### src/rtl/md5_msg_sched_pkg.sv
// Shared constants and state encoding for the MD5 message-schedule stage.
package md5_msg_sched_pkg;
  localparam int MD5_WORDS  = 16;
  localparam int MD5_ROUNDS = 64;
  localparam int ROUND_W    = 6;
  localparam int IDX_W      = 4;

  typedef enum logic [1:0] {
    ST_LOAD  = 2'd0,
    ST_RUN   = 2'd1,
    ST_DRAIN = 2'd2
  } state_e;
endpackage

### src/rtl/md5_msg_sched_if.sv
// Load-port and round-record handshake bundle between message source, schedule and round logic.
interface md5_msg_sched_if
  import md5_msg_sched_pkg::*;
#(
  parameter int WORD_W = 32
);
  logic               in_valid;
  logic               in_ready;
  logic [WORD_W-1:0]  in_data;
  logic               out_valid;
  logic               out_ready;
  logic [ROUND_W-1:0] out_round;
  logic [WORD_W-1:0]  out_word;
  logic               out_last;

  modport master (
    output in_valid, in_data, out_ready,
    input  in_ready, out_valid, out_round, out_word, out_last
  );

  modport slave (
    input  in_valid, in_data, out_ready,
    output in_ready, out_valid, out_round, out_word, out_last
  );
endinterface

### src/rtl/md5_msg_sched_gcalc.sv
// MD5 message-word index g(i) for round i; all four forms are taken mod 16.
module md5_msg_sched_gcalc
  import md5_msg_sched_pkg::*;
(
  input  logic [ROUND_W-1:0] round_i,
  output logic [IDX_W-1:0]   g_o
);
  logic [IDX_W-1:0] i_lo;

  assign i_lo = round_i[IDX_W-1:0];

  // 4-bit arithmetic wraps, which is exactly the mod-16 reduction
  always_comb begin
    g_o = i_lo;
    case (round_i[ROUND_W-1:IDX_W])
      2'd0:    g_o = i_lo;
      2'd1:    g_o = i_lo * 4'd5 + 4'd1;
      2'd2:    g_o = i_lo * 4'd3 + 4'd5;
      default: g_o = i_lo * 4'd7;
    endcase
  end
endmodule

### src/rtl/md5_msg_sched.sv
// Buffers one 16-word MD5 block, then streams 64 {i, M[g(i)]} round records downstream.
module md5_msg_sched
  import md5_msg_sched_pkg::*;
#(
  parameter int WORD_W = 32
)(
  input  logic            clk,
  input  logic            reset,
  md5_msg_sched_if.slave  bus,
  output logic            busy
);
  state_e             state_q, state_d;
  logic [IDX_W-1:0]   wcnt_q, wcnt_d;
  logic [ROUND_W-1:0] rcnt_q, rcnt_d;
  logic               out_valid_q, out_valid_d;
  logic [ROUND_W-1:0] out_round_q, out_round_d;
  logic [WORD_W-1:0]  out_word_q, out_word_d;
  logic               out_last_q, out_last_d;
  logic [WORD_W-1:0]  mem_q [MD5_WORDS];
  logic [IDX_W-1:0]   g;
  logic               load_fire;

  md5_msg_sched_gcalc u_gcalc (
    .round_i (rcnt_q),
    .g_o     (g)
  );

  always_comb begin
    state_d     = state_q;
    wcnt_d      = wcnt_q;
    rcnt_d      = rcnt_q;
    out_valid_d = out_valid_q;
    out_round_d = out_round_q;
    out_word_d  = out_word_q;
    out_last_d  = out_last_q;
    load_fire   = 1'b0;
    case (state_q)
      ST_LOAD: begin
        if (bus.in_valid) begin
          load_fire = 1'b1;
          wcnt_d    = wcnt_q + 4'd1;
          if (wcnt_q == IDX_W'(MD5_WORDS - 1)) begin
            state_d = ST_RUN;
            rcnt_d  = '0;
            wcnt_d  = '0;
          end
        end
      end
      ST_RUN: begin
        // Output register refills whenever it is empty or being consumed
        if (!out_valid_q || bus.out_ready) begin
          out_word_d  = mem_q[g];
          out_round_d = rcnt_q;
          out_last_d  = (rcnt_q == ROUND_W'(MD5_ROUNDS - 1));
          out_valid_d = 1'b1;
          rcnt_d      = rcnt_q + 6'd1;
          if (rcnt_q == ROUND_W'(MD5_ROUNDS - 1)) state_d = ST_DRAIN;
        end
      end
      ST_DRAIN: begin
        if (out_valid_q && bus.out_ready && out_last_q) begin
          out_valid_d = 1'b0;
          state_d     = ST_LOAD;
        end
      end
      default: state_d = ST_LOAD;
    endcase
  end

  always_ff @(posedge clk) begin
    if (reset) begin
      state_q     <= ST_LOAD;
      wcnt_q      <= '0;
      rcnt_q      <= '0;
      out_valid_q <= 1'b0;
      out_round_q <= '0;
      out_word_q  <= '0;
      out_last_q  <= 1'b0;
    end else begin
      state_q     <= state_d;
      wcnt_q      <= wcnt_d;
      rcnt_q      <= rcnt_d;
      out_valid_q <= out_valid_d;
      out_round_q <= out_round_d;
      out_word_q  <= out_word_d;
      out_last_q  <= out_last_d;
    end
  end

  // Word store is intentionally not reset; a full load always precedes any read
  always_ff @(posedge clk) begin
    if (load_fire) mem_q[wcnt_q] <= bus.in_data;
  end

  assign bus.in_ready  = (state_q == ST_LOAD);
  assign bus.out_valid = out_valid_q;
  assign bus.out_round = out_round_q;
  assign bus.out_word  = out_word_q;
  assign bus.out_last  = out_last_q;
  assign busy          = (state_q == ST_RUN) || (state_q == ST_DRAIN);
endmodule

### src/flat_wrapper.sv
// flat-port wrapper written by rule: the top's interface ports become plain ports
module md5_msg_sched_flat import md5_msg_sched_pkg::*;
#(
  parameter int WORD_W = 32
)
  (clk, reset, busy, bus_in_valid, bus_in_data, bus_out_ready, bus_in_ready, bus_out_valid, bus_out_round, bus_out_word, bus_out_last);
  md5_msg_sched_if #(.WORD_W(WORD_W)) bus_i ();
  input  logic clk;
  input  logic reset;
  output logic busy;
  input wire logic [$bits(bus_i.in_valid)-1:0] bus_in_valid;
  input wire logic [$bits(bus_i.in_data)-1:0] bus_in_data;
  input wire logic [$bits(bus_i.out_ready)-1:0] bus_out_ready;
  output wire logic [$bits(bus_i.in_ready)-1:0] bus_in_ready;
  output wire logic [$bits(bus_i.out_valid)-1:0] bus_out_valid;
  output wire logic [$bits(bus_i.out_round)-1:0] bus_out_round;
  output wire logic [$bits(bus_i.out_word)-1:0] bus_out_word;
  output wire logic [$bits(bus_i.out_last)-1:0] bus_out_last;
  assign bus_i.in_valid = bus_in_valid;
  assign bus_i.in_data = bus_in_data;
  assign bus_i.out_ready = bus_out_ready;
  assign bus_in_ready = bus_i.in_ready;
  assign bus_out_valid = bus_i.out_valid;
  assign bus_out_round = bus_i.out_round;
  assign bus_out_word = bus_i.out_word;
  assign bus_out_last = bus_i.out_last;
  md5_msg_sched #(.WORD_W(WORD_W)) u_core (.clk(clk), .reset(reset), .bus(bus_i), .busy(busy));
endmodule
### config.mk
export PLATFORM = sky130hd
export DESIGN_NAME = md5_msg_sched_flat
export DESIGN_NICKNAME = d
export VERILOG_FILES = /design/src/rtl/md5_msg_sched_pkg.sv /design/src/rtl/md5_msg_sched_if.sv /design/src/rtl/md5_msg_sched_gcalc.sv /design/src/rtl/md5_msg_sched.sv /design/src/flat_wrapper.sv
export SDC_FILE = /design/constraint.sdc
export NUM_CORES = 1
export LEC_CHECK = 0
export CORE_ASPECT_RATIO = 1.5
export CORE_MARGIN = 3
export CORE_UTILIZATION = 38
export DETAILED_ROUTE_END_ITERATION = 12
export GPL_TIMING_DRIVEN = 0
export PLACE_DENSITY_LB_ADDON = 0.05
export REMOVE_ABC_BUFFERS = 1
export SYNTH_ARGS = -nofsm -noshare
export SYNTH_HDL_FRONTEND = slang
export SYNTH_SLANG_ARGS = --single-unit
### constraint.sdc
create_clock -name clk -period 4.7 [get_ports clk]
set_input_delay 0.705 -clock clk [delete_from_list [all_inputs] [get_ports clk]]
set_output_delay 0.705 -clock clk [all_outputs]
set_load 0.03 [all_outputs]
==> run_results.csv, run 1 <==
group,metric,value,unit
clocking,cts_made_buffers,55,
yosys,synthTopCellsByArea,"edfxtp_1, mux2i_1, mux4_2",
clocking,cts_tree,"done",
clocking,hold_buffers,0,
setup_path,end_kind,"flop",
clocking,post_cts_buffers,0,
timing,period_needed,3.99,ns
setup_path,worstPathRequired,5.17,ns
drt,antenna_left,0,
timing,setup-violations-final,0,
floorplanning,start_util,0.387,
grt,grt_pass1_wl,86.9,mm
yosys,yosysWarnings,0,
timing,tightestPinTransition,1.19,ns
yosys,synth_top_area_frac,0.682,
yosys,ys_seq_area_frac,0.728,
timing,maxSlewViolCount,0,
clocking,h-tree-depth,2,
placement,place_ws,0.694,ns
yosys,synth_top_area_cell,"edfxtp_1",
yosys,synth_commonest_cells,"edfxtp_1, mux2i_1, a21oi_1",
timing,report.final.hold_viol_count,0,
clocking,insertion_delay,0.59,ns
grt,gr-total-overflow,0,
grt,grtUsageTotal,0.189,
yosys,synth_seq_cells,564,
floorplanning,die_area,0.0624,mm^2
floorplanning,core-area,0.0582,mm^2
drt,routedWlPerCell,26.2,um
yosys,yosys.cell_count.top_type,"edfxtp_1",
grt,grt_pass1_vias,12800,
drt,vias,12200,
clocking,cts-root-buf,"clkbuf_16",
grt,grt_max_degree,61,
clocking,clock_path_buffers,3,
layout,areaGrowthSynthToFinish,20.5,%
floorplanning,die_h,304,um
timing,skew,0.0107,ns
layout,fin_area,0.0272,mm^2
layout,fillers,4955,
yosys,syn_avg_cell_area,17.4,um^2
placement,port_buffers,77,
timing,relSlewSlack,0.204,
clocking,clock-sinks,564,
placement,dp_hpwl,35.4,mm
pwr,peakVddDrop,0.280,mV
drt,dr.pass1.iters,6,
setup_path,r2r_slack,0.71,ns
setup_path,arrival,4.46,ns
yosys,synth_flop_cell,"edfxtp_1",
timing,tns,0,ns
placement,place_congestion,0.707,
timing,fin_crit_sh,0.849,
drt,drt_iter0_drc,789,
clocking,clk_pin_slew,0.07,ns
setup_path,crit_fanout,32,
status,status,"complete, no violations",
pwr,p_leak,9.57,nW
yosys,synth_cells,1294,
worst_hold_path,hold_path.class,"flop to flop",
setup_path,cp-start-kind,"flop",
yosys,synthArstFlopShare,0,
clocking,cts_resized,0,
layout,multi_input_area,0.00583,mm^2
timing,fmax,251,MHz
floorplanning,fp.dieW,205,um
flow_run,drv_cap,0,
layout,ff_latch_area,0.0164,mm^2
timing,finalWorstSetupSlack,0.711,ns
yosys,synth_cell_types,50,
placement,placed_area,0.0253,mm^2
timing,rsz0062_at_grt,"false",
drt,viasPerCell,5.47,
yosys,synth_edf_count,512,
yosys,netlist_area,0.0226,mm^2
drt,drc,0,
pwr,p_per_area,386,mW/mm^2
grt,antenna_found_initial,1,
setup_path,setup.worst_path.class,"flop to flop",
drt,wl,58.1,mm
floorplanning,rows,108,
floorplanning,ios,78,
layout,nNetsFinal,1458,
layout,drive_above_1_share,0.190,
[cell families (layout without fill, tap and decap cells)]
kind of cell / Yosys count / after routing / synth area share
simple gates: 175 / 175 / 0.0389
mux: 236 / 236 / 0.143
compound gates: 189 / 189 / 0.0526
buf+inv: 103 / 260 / 0.0224
xor+xnor: 10 / 10 / 0.00571
fa+ha+maj: 17 / 17 / 0.0101
flops: 564 / 564 / 0.728
other cells: 0 / 1 / 0
[stage by stage]
step	hold slack [ns]	power, mW	util	instances
2_1_floorplan	0.475	5.84	-	1206
3_3_place_gp	0.466	6.05	0.409	2053
3_5_place_dp	0.473	6.07	0.435	2118
4_1_cts	0.489	10.6	0.467	2221
5_1_grt	0.507	10.8	0.467	2221
6_report	0.485	10.5	0.467	2222
[report_power, final]
group          switching [mW]  leakage, nW  internal [mW]
Clock                    1.88        0.923           2.65
Combinational           0.234         3.60          0.157
Sequential             0.0240         5.04           5.54
Total                    2.14         9.57           8.35
[critical path, stage by stage, from the launching register on]
cell and delay (ns):
dfxtp_1 0.54, ha_1 0.35, ha_1 0.19, xnor3_1 0.20, nor2_1 0.26, mux2_2 0.80
nor2_4 0.56, buf_16 0.23, mux2_2 0.35, a221o_1 0.34
[layer usage]
| layer | global-route usage | vias up | share of wire |
|---|---|---|---|
| met5 | 0 | - | 0 |
| met4 | 0.0533 | 0 | 0.027 |
| met3 | 0.0274 | 93 | 0.045 |
| met2 | 0.318 | 287 | 0.50 |
| met1 | 0.257 | 6345 | 0.43 |
| li1 | - | 5438 | - |
[layout make-up]
| type | instances | area share |
|---|---|---|
| tap | 770 | 0.0354 |
| multi-input combinational | 627 | 0.215 |
| timing repair buffer | 142 | 0.0756 |
| antenna | 1 | 0.0000921 |
| sequential | 564 | 0.604 |
| inverter | 15 | 0.00207 |
| clock buffer | 78 | 0.0591 |
| clock inverter | 25 | 0.00925 |
[flip-flops by register name (all words and copies together) (netlist names)]
register              flops
u_core.mem_q            512
u_core.bus.out_word      32
u_core.bus.out_round      6
u_core.rcnt_q             6
u_core.wcnt_q             4
u_core.state_q            2
u_core.bus.out_last       1
u_core.bus.out_valid      1
[final timing paths]
path / start / cells after the start / end
max: u_core.rcnt_q[0]$_SDFFE_PP0P_ / 9 / u_core.bus.out_word[13]$_SDFFE_PP0P_
min: u_core.bus.out_round[4]$_SDFFE_PP0P_ / 2 / u_core.bus.out_round[4]$_SDFFE_PP0P_
max reg2reg: u_core.rcnt_q[0]$_SDFFE_PP0P_ / 9 / u_core.bus.out_word[13]$_SDFFE_PP0P_
min reg2reg: u_core.bus.out_round[4]$_SDFFE_PP0P_ / 2 / u_core.bus.out_round[4]$_SDFFE_PP0P_
[cells in the final DEF (no fill, tap or decap), types with 16 or more instances in the layout]
cell,n
mux4_2,57
a21oi_1,78
buf_16,27
edfxtp_1,512
clkbuf_16,57
nand3_1,31
nand4_1,32
clkdlybuf4s50_1,77
a221o_1,31
o21ai_0,33
nand2_1,16
buf_6,22
dfxtp_1,52
mux2i_1,140
nor2_1,26
o22ai_1,31
mux2_2,31
nor3_1,36
Power figures use the tool's default switching activity.
==> run 2, diff against run 1 <==
==> constraint.sdc (replaced) <==
create_clock -name clk -period 3.9 [get_ports clk]
set_input_delay 0.585 -clock clk [delete_from_list [all_inputs] [get_ports clk]]
set_output_delay 0.585 -clock clk [all_outputs]
set_load 0.03 [all_outputs]
==> run_results.csv, run 2 (same netlist as run 1, synthesis figures left out) <==
group,metric,value,unit
setup_path,r2r_cells,12,
flow_run,drv_cap,0,
grt,grt_pass1_wl,86.9,mm
timing,fmax,272,MHz
setup_path,cp_common_cell,"inv_1",
timing,maxSlewViolCount,0,
setup_path,setup.worst_path.class,"flop to flop",
setup_path,crit_fanout,23,
setup_path,crit_chain,"inv_1, fa_1, inv_1, ha_1, xor2_1, xnor2_1, o21a_2, buf_12, nor2_4, buf_16, mux2_2, a221o_1",
placement,port_buffers,77,
placement,place_congestion,0.707,
pwr,pwr-share-seq,0.531,
layout,nNetsFinal,1460,
timing,rsz0062_at_grt,"false",
floorplanning,ios,78,
layout,layout_common_cells,"edfxtp_1, mux2i_1, a21oi_1",
timing,tightestPinTransition,0.964,ns
floorplanning,rows,108,
pwr,internal-power,10.1,mW
drt,drc,0,
layout,final_common_cell,"edfxtp_1",
setup_path,worst_r2r_startpoint,"u_core.rcnt_q[0]$_SDFFE_PP0P_",
clocking,clock_path_buffers,3,
pwr,pwr-share-clk,0.432,
setup_path,slowest_stage,"fa_1",
worst_hold_path,hp-start,"u_core.bus.out_round[4]$_SDFFE_PP0P_",
drt,wl,58.8,mm
clocking,clock-sinks,564,
timing,fin_crit_sh,0.942,
floorplanning,die_area,0.0624,mm^2
setup_path,r2r_slack,0.23,ns
layout,largest_reg_flops,512,
layout,areaGrowthSynthToFinish,20.7,%
clocking,h-tree-depth,2,
setup_path,rr_endpoint,"u_core.bus.out_word[13]$_SDFFE_PP0P_",
worst_hold_path,min_path_cells,2,
pwr,finalPower,12.6,mW
floorplanning,start_util,0.387,
worst_hold_path,hold_path.class,"flop to flop",
pwr,p_per_area,464,mW/mm^2
drt,vias,12200,
grt,antenna_found_initial,1,
placement,dp.cells,2118,
layout,drive_above_1_share,0.191,
drt,drt_iter0_drc,794,
floorplanning,die_h,304,um
timing,skew,0.0117,ns
drt,dr.pass1.iters,5,
pwr,pwr-share-comb,0.037,
drt,antenna_left,0,
timing,relSlewSlack,0.354,
layout,top_register,"u_core.mem_q",
clocking,cts-root-buf,"clkbuf_16",
clocking,insertion_delay,0.59,ns
pwr,p_sw,2.58,mW
clocking,hold_buffers,0,
floorplanning,core-area,0.0582,mm^2
setup_path,worstPathRequired,4.38,ns
setup_path,arrival,4.15,ns
pwr,p_leak,9.59,nW
timing,report.final.hold_viol_count,0,
timing,setup-violations-final,0,
floorplanning,fp.dieW,205,um
clocking,clk_pin_slew,0.07,ns
grt,grt_max_degree,61,
grt,grtUsageTotal,0.189,
drt,viasPerCell,5.47,
clocking,cts_tree,"done",
grt,gr-total-overflow,0,
layout,fillers,4957,
pwr,p_sw_frac,0.204,
worst_hold_path,worst_hold_path.endpoint,"u_core.bus.out_round[4]$_SDFFE_PP0P_",
setup_path,end_kind,"flop",
status,status,"complete, no violations",
setup_path,cp-start-kind,"flop",
timing,period_needed,3.67,ns
drt,routedWlPerCell,26.4,um
grt,grt_pass1_vias,12800,
pwr,peakVddDrop,0.335,mV
clocking,cts_made_buffers,55,
layout,final_cells,2224,
placement,dp_hpwl,35.4,mm
setup_path,max_stage_delay,0.56,ns
## run 2: cell types whose count changed in the layout (fill, tap and decap cells not counted)
cell,before,now
mux2_4,1,2
mux2_2,31,30
clkbuf_16,57,58
buf_4,1,2
## run 2: worst max path at each step
stage	startpoint	end	slack, ns	cells past startpoint
floorplan	u_core.rcnt_q[5]$_SDFFE_PP0P_	u_core.bus.out_word[13]$_SDFFE_PP0P_	-3.80	4
global placement	u_core.rcnt_q[5]$_SDFFE_PP0P_	u_core.bus.out_word[5]$_SDFFE_PP0P_	-7.93	4
detailed placement	u_core.rcnt_q[0]$_SDFFE_PP0P_	u_core.bus.out_word[13]$_SDFFE_PP0P_	-0.11	9
CTS	u_core.rcnt_q[0]$_SDFFE_PP0P_	u_core.bus.out_word[13]$_SDFFE_PP0P_	0.12	9
global route	u_core.rcnt_q[1]$_SDFFE_PP0P_	u_core.bus.out_word[13]$_SDFFE_PP0P_	0.04	9
finish	u_core.rcnt_q[0]$_SDFFE_PP0P_	u_core.bus.out_word[13]$_SDFFE_PP0P_	0.23	12
## run 2: per-stage QoR
step	hold WS, ns	area, um^2	setup TNS, ns	util	worst slack, ns
final	0.485	27200	0	0.467	0.228
after global routing	0.507	27200	0	0.467	0.0421
after CTS	0.489	27200	0	0.467	0.116
after detailed placement	0.473	25300	-1.72	0.435	-0.106
after global placement	0.466	23800	-1307.13	0.409	-7.93
after floorplan	0.475	22100	-119.73	-	-3.80
## run 2: power groups by stage
stage / combinational, mW / clock, mW / sequential, mW
6_report: 0.471 / 5.46 / 6.71
3_5_place_dp: 0.479 / 0 / 6.84
4_1_cts: 0.481 / 5.61 / 6.71
2_1_floorplan: 0.175 / 0 / 6.87
3_3_place_gp: 0.438 / 0 / 6.85
5_1_grt: 0.511 / 5.85 / 6.71
## run 2: critical path: cells and delay by family, from the launching register on
kind	cells	cell delay, ns
adders and majority gates	2	0.75
AOI/OAI and AO/OA	2	0.73
buffers and inverters	4	0.67
DFF	1	0.54
xor gates and xnor gates	2	0.45
muxes	1	0.28
and+or+nand+nor	1	0.09
## run 2: layout make-up
type | count | area (um^2) | area share
flip-flops and latches | 564 | 16400 | 0.603
diodes | 1 | 2.50 | 0.0000919
repair buffers | 144 | 2090 | 0.0767
multi-input cells | 627 | 5840 | 0.214
well taps | 770 | 963 | 0.0354
clock buffers | 78 | 1610 | 0.0590
clock inverters | 25 | 251 | 0.00924
inverters | 15 | 56.3 | 0.00207
## run 2: routing by layer
layer / vias up / track usage / wire length [um]
met1: 6342 / 0.257 / 25300
met3: 91 / 0.0275 / 2610
met4: 0 / 0.0541 / 1520
met5: - / 0 / 0
met2: 298 / 0.317 / 29400
li1: 5443 / - / -
## run 2: timing repair
item,4_1_cts,5_1_grt
pin swaps,1,0
resized for setup,0,1
buffers inserted,1,0
gates cloned,0,1
endpoints found under the setup margin,25,18
==> run 3, diff against run 2 <==
==> constraint.sdc (replaced) <==
create_clock -name clk -period 4.7 [get_ports clk]
set_input_delay 0.705 -clock clk [delete_from_list [all_inputs] [get_ports clk]]
set_output_delay 0.705 -clock clk [all_outputs]
set_load 0.03 [all_outputs]
==> results of run 3 <==
Final layout, timing and power as in run 1 (identical DEF).
